--- src/rtl/always_prop_monitor.sv ---
// Multi-channel checker: after a falling edge of sig[i], sig[i] must stay low over a window.
// Optional per-channel arm counters are enabled with ALWAYS_PROP_MONITOR_COVER_EN.
module always_prop_monitor #(
   parameter int unsigned NUM_CH = 4,
   parameter int unsigned CNT_W  = 8
) (
   input  logic              clk_i,
   input  logic              rst_ni,
   input  logic              en_i,
   input  logic [NUM_CH-1:0] sig_i,
   input  logic [CNT_W-1:0]  cfg_lo_i,
   input  logic [CNT_W-1:0]  cfg_hi_i,
   input  logic              cfg_unbounded_i,
   input  logic              cfg_strong_i,
   input  logic              end_check_i,
   input  logic              clr_sticky_i,
   output logic [NUM_CH-1:0] active_o,
   output logic [NUM_CH-1:0] pass_pulse_o,
   output logic [NUM_CH-1:0] fail_pulse_o,
   output logic [NUM_CH-1:0] fail_sticky_o,
   output logic [CNT_W-1:0]  fail_count_o
`ifdef ALWAYS_PROP_MONITOR_COVER_EN
   ,
   output logic [NUM_CH*CNT_W-1:0] arm_count_o
`endif
);

   localparam int unsigned SumW = CNT_W + $clog2(NUM_CH + 1);

   typedef enum logic {StIdle, StActive} ch_state_e;

   ch_state_e         state_q [NUM_CH];
   ch_state_e         state_d [NUM_CH];
   logic [CNT_W-1:0]  off_q   [NUM_CH];
   logic [CNT_W-1:0]  off_d   [NUM_CH];
   logic [CNT_W-1:0]  lo_q    [NUM_CH];
   logic [CNT_W-1:0]  lo_d    [NUM_CH];
   logic [CNT_W-1:0]  hi_q    [NUM_CH];
   logic [CNT_W-1:0]  hi_d    [NUM_CH];
   logic [NUM_CH-1:0] unb_q, unb_d;
   logic [NUM_CH-1:0] strong_q, strong_d;
   logic [NUM_CH-1:0] prev_sig_q;
   logic [NUM_CH-1:0] fell;
   logic [NUM_CH-1:0] active_q, active_d;
   logic [NUM_CH-1:0] pass_q, pass_d;
   logic [NUM_CH-1:0] fail_q, fail_d;
   logic [NUM_CH-1:0] sticky_q, sticky_d;
   logic [CNT_W-1:0]  fail_count_q, fail_count_d;
   logic [SumW-1:0]   fail_sum;
   logic [CNT_W-1:0]  cfg_hi_eff;

   assign fell       = prev_sig_q & ~sig_i;
   assign cfg_hi_eff = (cfg_lo_i > cfg_hi_i) ? cfg_lo_i : cfg_hi_i;

   // off_q holds the offset of the sample taken at the next edge; the arm edge is offset 0.
   always_comb begin
      for (int i = 0; i < NUM_CH; i++) begin
         state_d[i]  = state_q[i];
         off_d[i]    = off_q[i];
         lo_d[i]     = lo_q[i];
         hi_d[i]     = hi_q[i];
         unb_d[i]    = unb_q[i];
         strong_d[i] = strong_q[i];
         pass_d[i]   = 1'b0;
         fail_d[i]   = 1'b0;
         unique case (state_q[i])
            StIdle: begin
               if (en_i && fell[i]) begin
                  lo_d[i]     = cfg_lo_i;
                  hi_d[i]     = cfg_hi_eff;
                  unb_d[i]    = cfg_unbounded_i;
                  strong_d[i] = cfg_strong_i & ~cfg_unbounded_i;
                  // A zero-length bounded window completes on the arm sample itself.
                  if (!cfg_unbounded_i && cfg_hi_eff == '0) begin
                     pass_d[i] = 1'b1;
                  end else begin
                     state_d[i] = StActive;
                     off_d[i]   = CNT_W'(1);
                  end
               end
            end
            StActive: begin
               if (sig_i[i] && off_q[i] >= lo_q[i] && (unb_q[i] || off_q[i] <= hi_q[i])) begin
                  fail_d[i]  = 1'b1;
                  state_d[i] = StIdle;
               end else if (end_check_i) begin
                  fail_d[i]  = strong_q[i];
                  pass_d[i]  = ~strong_q[i];
                  state_d[i] = StIdle;
               end else if (!unb_q[i] && off_q[i] == hi_q[i]) begin
                  pass_d[i]  = 1'b1;
                  state_d[i] = StIdle;
               end else if (off_q[i] != '1) begin
                  off_d[i] = off_q[i] + CNT_W'(1);
               end
            end
            default: state_d[i] = StIdle;
         endcase
         active_d[i] = (state_d[i] == StActive);
      end
   end

   always_comb begin
      fail_sum = SumW'(fail_count_q);
      for (int i = 0; i < NUM_CH; i++) begin
         fail_sum = fail_sum + SumW'(fail_d[i]);
      end
      if (clr_sticky_i) begin
         fail_count_d = '0;
      end else if (|fail_sum[SumW-1:CNT_W]) begin
         fail_count_d = '1;
      end else begin
         fail_count_d = fail_sum[CNT_W-1:0];
      end
      // A fail in the clearing cycle must not be lost from the sticky flags.
      sticky_d = (clr_sticky_i ? '0 : sticky_q) | fail_d;
   end

   always_ff @(posedge clk_i) begin
      if (!rst_ni) begin
         for (int i = 0; i < NUM_CH; i++) begin
            state_q[i] <= StIdle;
            off_q[i]   <= '0;
            lo_q[i]    <= '0;
            hi_q[i]    <= '0;
         end
         unb_q        <= '0;
         strong_q     <= '0;
         prev_sig_q   <= '0;
         active_q     <= '0;
         pass_q       <= '0;
         fail_q       <= '0;
         sticky_q     <= '0;
         fail_count_q <= '0;
      end else begin
         for (int i = 0; i < NUM_CH; i++) begin
            state_q[i] <= state_d[i];
            off_q[i]   <= off_d[i];
            lo_q[i]    <= lo_d[i];
            hi_q[i]    <= hi_d[i];
         end
         unb_q        <= unb_d;
         strong_q     <= strong_d;
         prev_sig_q   <= sig_i;
         active_q     <= active_d;
         pass_q       <= pass_d;
         fail_q       <= fail_d;
         sticky_q     <= sticky_d;
         fail_count_q <= fail_count_d;
      end
   end

   assign active_o      = active_q;
   assign pass_pulse_o  = pass_q;
   assign fail_pulse_o  = fail_q;
   assign fail_sticky_o = sticky_q;
   assign fail_count_o  = fail_count_q;

`ifdef ALWAYS_PROP_MONITOR_COVER_EN
   logic [CNT_W-1:0]  arm_cnt_q [NUM_CH];
   logic [CNT_W-1:0]  arm_cnt_d [NUM_CH];
   logic [NUM_CH-1:0] arm_now;

   always_comb begin
      for (int i = 0; i < NUM_CH; i++) begin
         arm_now[i] = (state_q[i] == StIdle) & en_i & fell[i];
         if (clr_sticky_i) begin
            arm_cnt_d[i] = '0;
         end else if (arm_now[i] && arm_cnt_q[i] != '1) begin
            arm_cnt_d[i] = arm_cnt_q[i] + CNT_W'(1);
         end else begin
            arm_cnt_d[i] = arm_cnt_q[i];
         end
      end
   end

   always_ff @(posedge clk_i) begin
      for (int i = 0; i < NUM_CH; i++) begin
         if (!rst_ni) begin
            arm_cnt_q[i] <= '0;
         end else begin
            arm_cnt_q[i] <= arm_cnt_d[i];
         end
      end
   end

   for (genvar g = 0; g < NUM_CH; g++) begin : g_arm_out
      assign arm_count_o[g*CNT_W +: CNT_W] = arm_cnt_q[g];
   end
`endif

endmodule

--- config.mk ---
export PLATFORM = sky130hd
export DESIGN_NAME = always_prop_monitor
export DESIGN_NICKNAME = d
export VERILOG_FILES = /design/src/rtl/always_prop_monitor.sv
export SDC_FILE = /design/constraint.sdc
export NUM_CORES = 1
export LEC_CHECK = 0
export BUFFER_PORTS_ARGS = -buffer_cell sky130_fd_sc_hd__buf_2
export CAP_MARGIN = 20
export CORE_ASPECT_RATIO = 0.75
export CORE_UTILIZATION = 65
export CTS_CLUSTER_SIZE = 12
export DETAILED_ROUTE_END_ITERATION = 10
export PLACE_DENSITY = 0.82
export RECOVER_POWER = 50
export SLEW_MARGIN = 20
export SYNTH_ARGS = -nofsm -noshare
export SYNTH_HDL_FRONTEND = slang
export SYNTH_SLANG_ARGS = --single-unit
export TNS_END_PERCENT = 100
--- constraint.sdc ---
create_clock -name clk_i -period 9.66 [get_ports clk_i]
set_input_delay 0.483 -clock clk_i [delete_from_list [all_inputs] [get_ports clk_i]]
set_output_delay 0.483 -clock clk_i [all_outputs]
set_load 0.01 [all_outputs]
Word level (Yosys, flattened, before mapping):

Memories as Yosys holds them, arrays and structs flattened.
Index checks and enable logic that the tools add are counted.

* bits in registers: 36
* RAM bits: 100
* input port bits: 27
* output and inout port bits: 24
* word-level logic and storage cells: 225
* memories kept: 4

* $add $sub $neg: 8
* magnitude comparators: 9
* equality and inequality tests: 8
* mux-type cells: 119
* bitwise logic cells: 30
* reduce and logical (&&, ||, !) cells: 33

Memories
* hi_q: depth 4, width 8, rd ports 4, clocked after Yosys merged registers in 0, write ports 4, RTL line 38 `logic [CNT_W-1:0] hi_q [NUM_CH];`
* lo_q: depth 4, width 8, rd ports 4, clocked after Yosys merged registers in 0, write ports 4, RTL line 36 `logic [CNT_W-1:0] lo_q [NUM_CH];`
* off_q: depth 4, width 8, rd ports 4, clocked after Yosys merged registers in 0, write ports 4, RTL line 34 `logic [CNT_W-1:0] off_q [NUM_CH];`
* state_q: depth 4, width 1, rd ports 4, clocked after Yosys merged registers in 0, write ports 4, RTL line 32 `ch_state_e state_q [NUM_CH];`

Operator list (number)
* two-way mux 8 bit: 54
* one-hot mux 8 bit (2 select lines): 4
* two-way mux 1 bit: 52
* adder 8 x 1 -> 8 bit (second input constant): 4
* equality test 8 bit: 4
* >= comparator 8 bit: 4
* less-or-equal comparator 8 bit: 4
* != test 8 bit (second input constant): 4
* logical AND 1 bit: 17
* bitwise OR 1 bit: 16
* one-hot mux 1 bit (2 select lines): 8
* adder 10 x 1 -> 11 bit: 1
* adder 11 x 1 -> 11 bit: 1
* adder 9 x 1 -> 10 bit: 1
* NOT 1 bit: 10
* adder 8 x 1 -> 9 bit: 1
* > comparator 8 bit: 1
* zero test 8 bit: 1
* AND reduction 2 bit: 4
* zero test 1 bit: 5
* AND 4 bit: 1
* logical OR 1 bit: 4
* two-way mux 4 bit: 1
* NOT 4 bit: 1
* other kinds (4): 4

Depth between registers and ports, before layout:

* depth after elaboration: 11
* mapped depth: 17
* depth with buffers taken out: 17

Worst setup path before layout:

No wires, ideal clock.

* kind: register -> register
* from: memory off_q[0][0]
* to: register fail_count_q[0] (netlist: fail_count_o[0])
* setup time: 0.070 ns
* data arrival time: 3.440 ns
* required time: 9.590 ns
* slack: 6.150 ns
* cell stages (with the launch flop): 18
* buffers on the path: 0
* period minus slack after synthesis: 3.510 ns
* cells stage by stage: dfxtp_1 > inv_1 > ha_1 > nand2b_1 > a2111o_1 > a31oi_1 > o21ai_1 > a22oi_1 > nor2_1 > fa_1 > inv_1 > fa_1 > inv_1 > fa_1 > nand2_1 > nor2_1 > nand2_1 > a21oi_1

RTL lines
* start, declared: RTL line 34
* end signal, assigned: RTL line 149 `fail_count_q <= fail_count_d;`
* end, declared: RTL line 48 `logic [CNT_W-1:0] fail_count_q, fail_count_d;`

Worst setup path after layout:

* from: input rst_ni
* to: register fail_count_q[6] (netlist: fail_count_o[6])

* cells in the longest elaborated chain, start to end: 2

RTL lines
* start, declared: RTL line 8 `input logic rst_ni,`
* NOT 1 bit (no line)
* OR reduction 2 bit (no line)

No other way between the ends.
A chain may end at the register's enable or synchronous reset.

==> impl_results.md <==
- Status: complete, but fails checks
- Failing checks: max-capacitance violations, max-slew violations
- Design area: 8270 sq um
- Critical Path RT: 10.02 ns
- Fill cells: 825
- Postcts setup bufs: 0
- Max rail drop VDD: 124 uV
- Net Count, Synth: 1015
- Mapped Area: 7420 sq um
- YS warnings: 0
- Clk_lat worst skew: 0.42 ns
- Global Route Usage Sum: 0.345
- Worst-case clock buffer depth: 2
- Routed wire length: 19.6 mm
- Hold WS: 0.321 ns
- Crit Path Max Fanout: 49
- Flops & latches, synth: 136
- Kind of critical path: input pin to flop
- Post-DR wirelength/cell: 17.9 um
- Ports: 51
- Starting DRT DRC Count: 505
- Slowest-stage cell, CP: clkbuf_1
- Total grt overflow: 0
- # Max-Cap Violations: 3
- Vias per cell: 6.23
- P&R area growth vs syn: 11.5%
- Die boundary height: 94.5 um
- Post-synthesis sequential area ratio: 0.367
- Yosys top cell by area: dfxtp_1
- CTS resizes: 0
- Setup ws final: 4.26 ns
- Syn Area/Cell: 8.17 sq um
- Row count: 33
- Remaining DRCs: 0
- Global-route wire length before repair: 31.9 mm
- Critical Path AT: 5.76 ns
- Die area: 11800 sq um
- Max incr delay on CP: 1.50 ns
- Final setup violation count: 0
- Tightest Pin Transition: 2.20 ns
- Commonest cells in the synthesized netlist: dfxtp_1, nand2_1, inv_1
- Synth top area share: 0.367
- Async SR Flop Fraction: 0
- Placed inst area: 7720 sq um
- CTS Buf Count: 17
- Final hold vios: 0
- Synth Instances: 908
- Antenna cells: 0
- Worst Skew: 0.00808 ns
- Unrepaired setup endpoints after global routing: no
- Initial antenna violation count: 0
- Worst-path cell chain: buf_2, clkbuf_1, inv_1, clkbuf_1, nor2_1, o21ai_0, nor2_1
- Synth area leaders: dfxtp_1, ha_1, nand2_1
- Min cycle time layout: 5.40 ns
- Setup total negative slack: 0 ns
- Fmax: 185 MHz
- Crit end category: flop
- Leakage: 3.23 nW
- Most common cell in the netlist: dfxtp_1
- Post-synth EDFFs: 0
- DR pass1 iterations: 7
- Post-DP HPWL: 13.7 mm
- Die width: 125 um
- CTS tree: yes
- PwrDens: 164 nW/um^2
- Layout cells sized above 1: 0.0723
- Worst slack, placed: 5.77 ns
- CTS Hold Buffers Added: 0
- Final nets: 1048
- DR vias: 6815
- Worst rel slew slack: -0.468
- H-tree level count: 4
- Max-slew violations: 96
- Clock sink total: 136
- Buffers on Ports: 50
- Core area: 11000 sq um
- Crit start category: input pin
- Clock tree root buffer cell: clkbuf_16
- Clk slew on worst S/H paths: 0.06 ns
- Vias in the first global route: 6722
- Post-layout util: 0.750
- Initial Utilization: 0.673
- Post-synthesis cell type count: 63
- Tcrit/Tclk final: 0.559
- HP Class: input pin to flop
- Largest net degree at the start of global routing: 50
- Routed Antenna Nets: 0
- Routability cong.: 0.907
- Top_reg_cell synth: dfxtp_1
## metrics by stage
stage                     instances  power [mW]
after global placement         1062       0.709
after detailed placement       1062       0.715
final                          1094        1.36
after global routing           1094        1.40
after floorplan                 908       0.674
after CTS                      1094        1.35
## worst paths after layout
check | to | slack [ns] | cells after the start | startpoint
setup / recovery | fail_count_o[6] | 4.26 | 7 | rst_ni
hold reg to reg | fail_sticky_o[2] | 0.45 | 1 | fail_sticky_o[2]
hold / removal | prev_sig_q[1] | 0.32 | 2 | sig_i[1]
setup reg to reg | fail_count_o[1] | 5.64 | 17 | off_q[0][0]
## cells in the final DEF, fill, tap and decap left out, drive strengths merged, types with 3 or more instances in the layout
cell       n
clkbuf    48
o21ai     30
nand2    121
or3        6
or2        7
dfxtp    136
o211ai    12
o31ai      3
and3      19
nand2b    10
mux2i      8
nand4     14
a21o      11
nor4       4
a311oi     4
and2       7
nor2b     13
a211o      3
fa         3
nor3       9
o21a       6
ha        77
a211oi    42
inv       80
nor2      78
o2111ai    3
a21oi     77
a221o      6
nand3     29
a31oi      7
clkinv     6
buf       26
nand4b     6
## cells by family (layout without fill, tap and decap cells)
family | count (synthesis) | count (layout) | share of synthesized area
buf+inv | 118 | 164 | 0.0597
xor+xnor | 4 | 4 | 0.00472
simple gates | 330 | 330 | 0.209
mux | 8 | 8 | 0.0108
fa+ha+maj | 80 | 80 | 0.138
flops | 136 | 136 | 0.367
compound gates | 232 | 232 | 0.211
## registers in the layout, summed over array words and instances (netlist names)
name	flops
active_o	4
fail_count_o	8
fail_pulse_o	4
fail_sticky_o	4
hi_q	32
lo_q	32
off_q	32
pass_pulse_o	4
prev_sig_q	4
state_q	4
strong_q	4
unb_q	4
## cell type report
type,instances,area (sq um),area share
clock buffers,21,470,0.0569
flip-flops and latches,136,2720,0.329
inverters,79,297,0.0359
multi-input cells,654,4250,0.514
repair buffers,53,231,0.0280
well taps,140,175,0.0212
clock inverters,11,121,0.0147
## worst max-delay path: cells and delay by family
kind	cells	cell delay, ns
simple gates	2	1.07
compound gates	1	0.18
buf+inv	4	3.97
## routing by layer
layer / up-vias / GRT usage / share of wire
met1: 3189 / 0.407 / 0.42
li1: 3298 / - / -
met3: 79 / 0.0663 / 0.068
met2: 249 / 0.599 / 0.47
met5: - / 0 / 0
met4: 0 / 0.192 / 0.039
## power breakdown
part / switching [mW] / total [mW] / internal [mW]
Combinational: 0.0857 / 0.127 / 0.0416
Sequential: 0.00733 / 0.579 / 0.572
Clock: 0.249 / 0.649 / 0.400
Total: 0.342 / 1.36 / 1.01
Note: power is estimated with default switching activity, not from simulation.
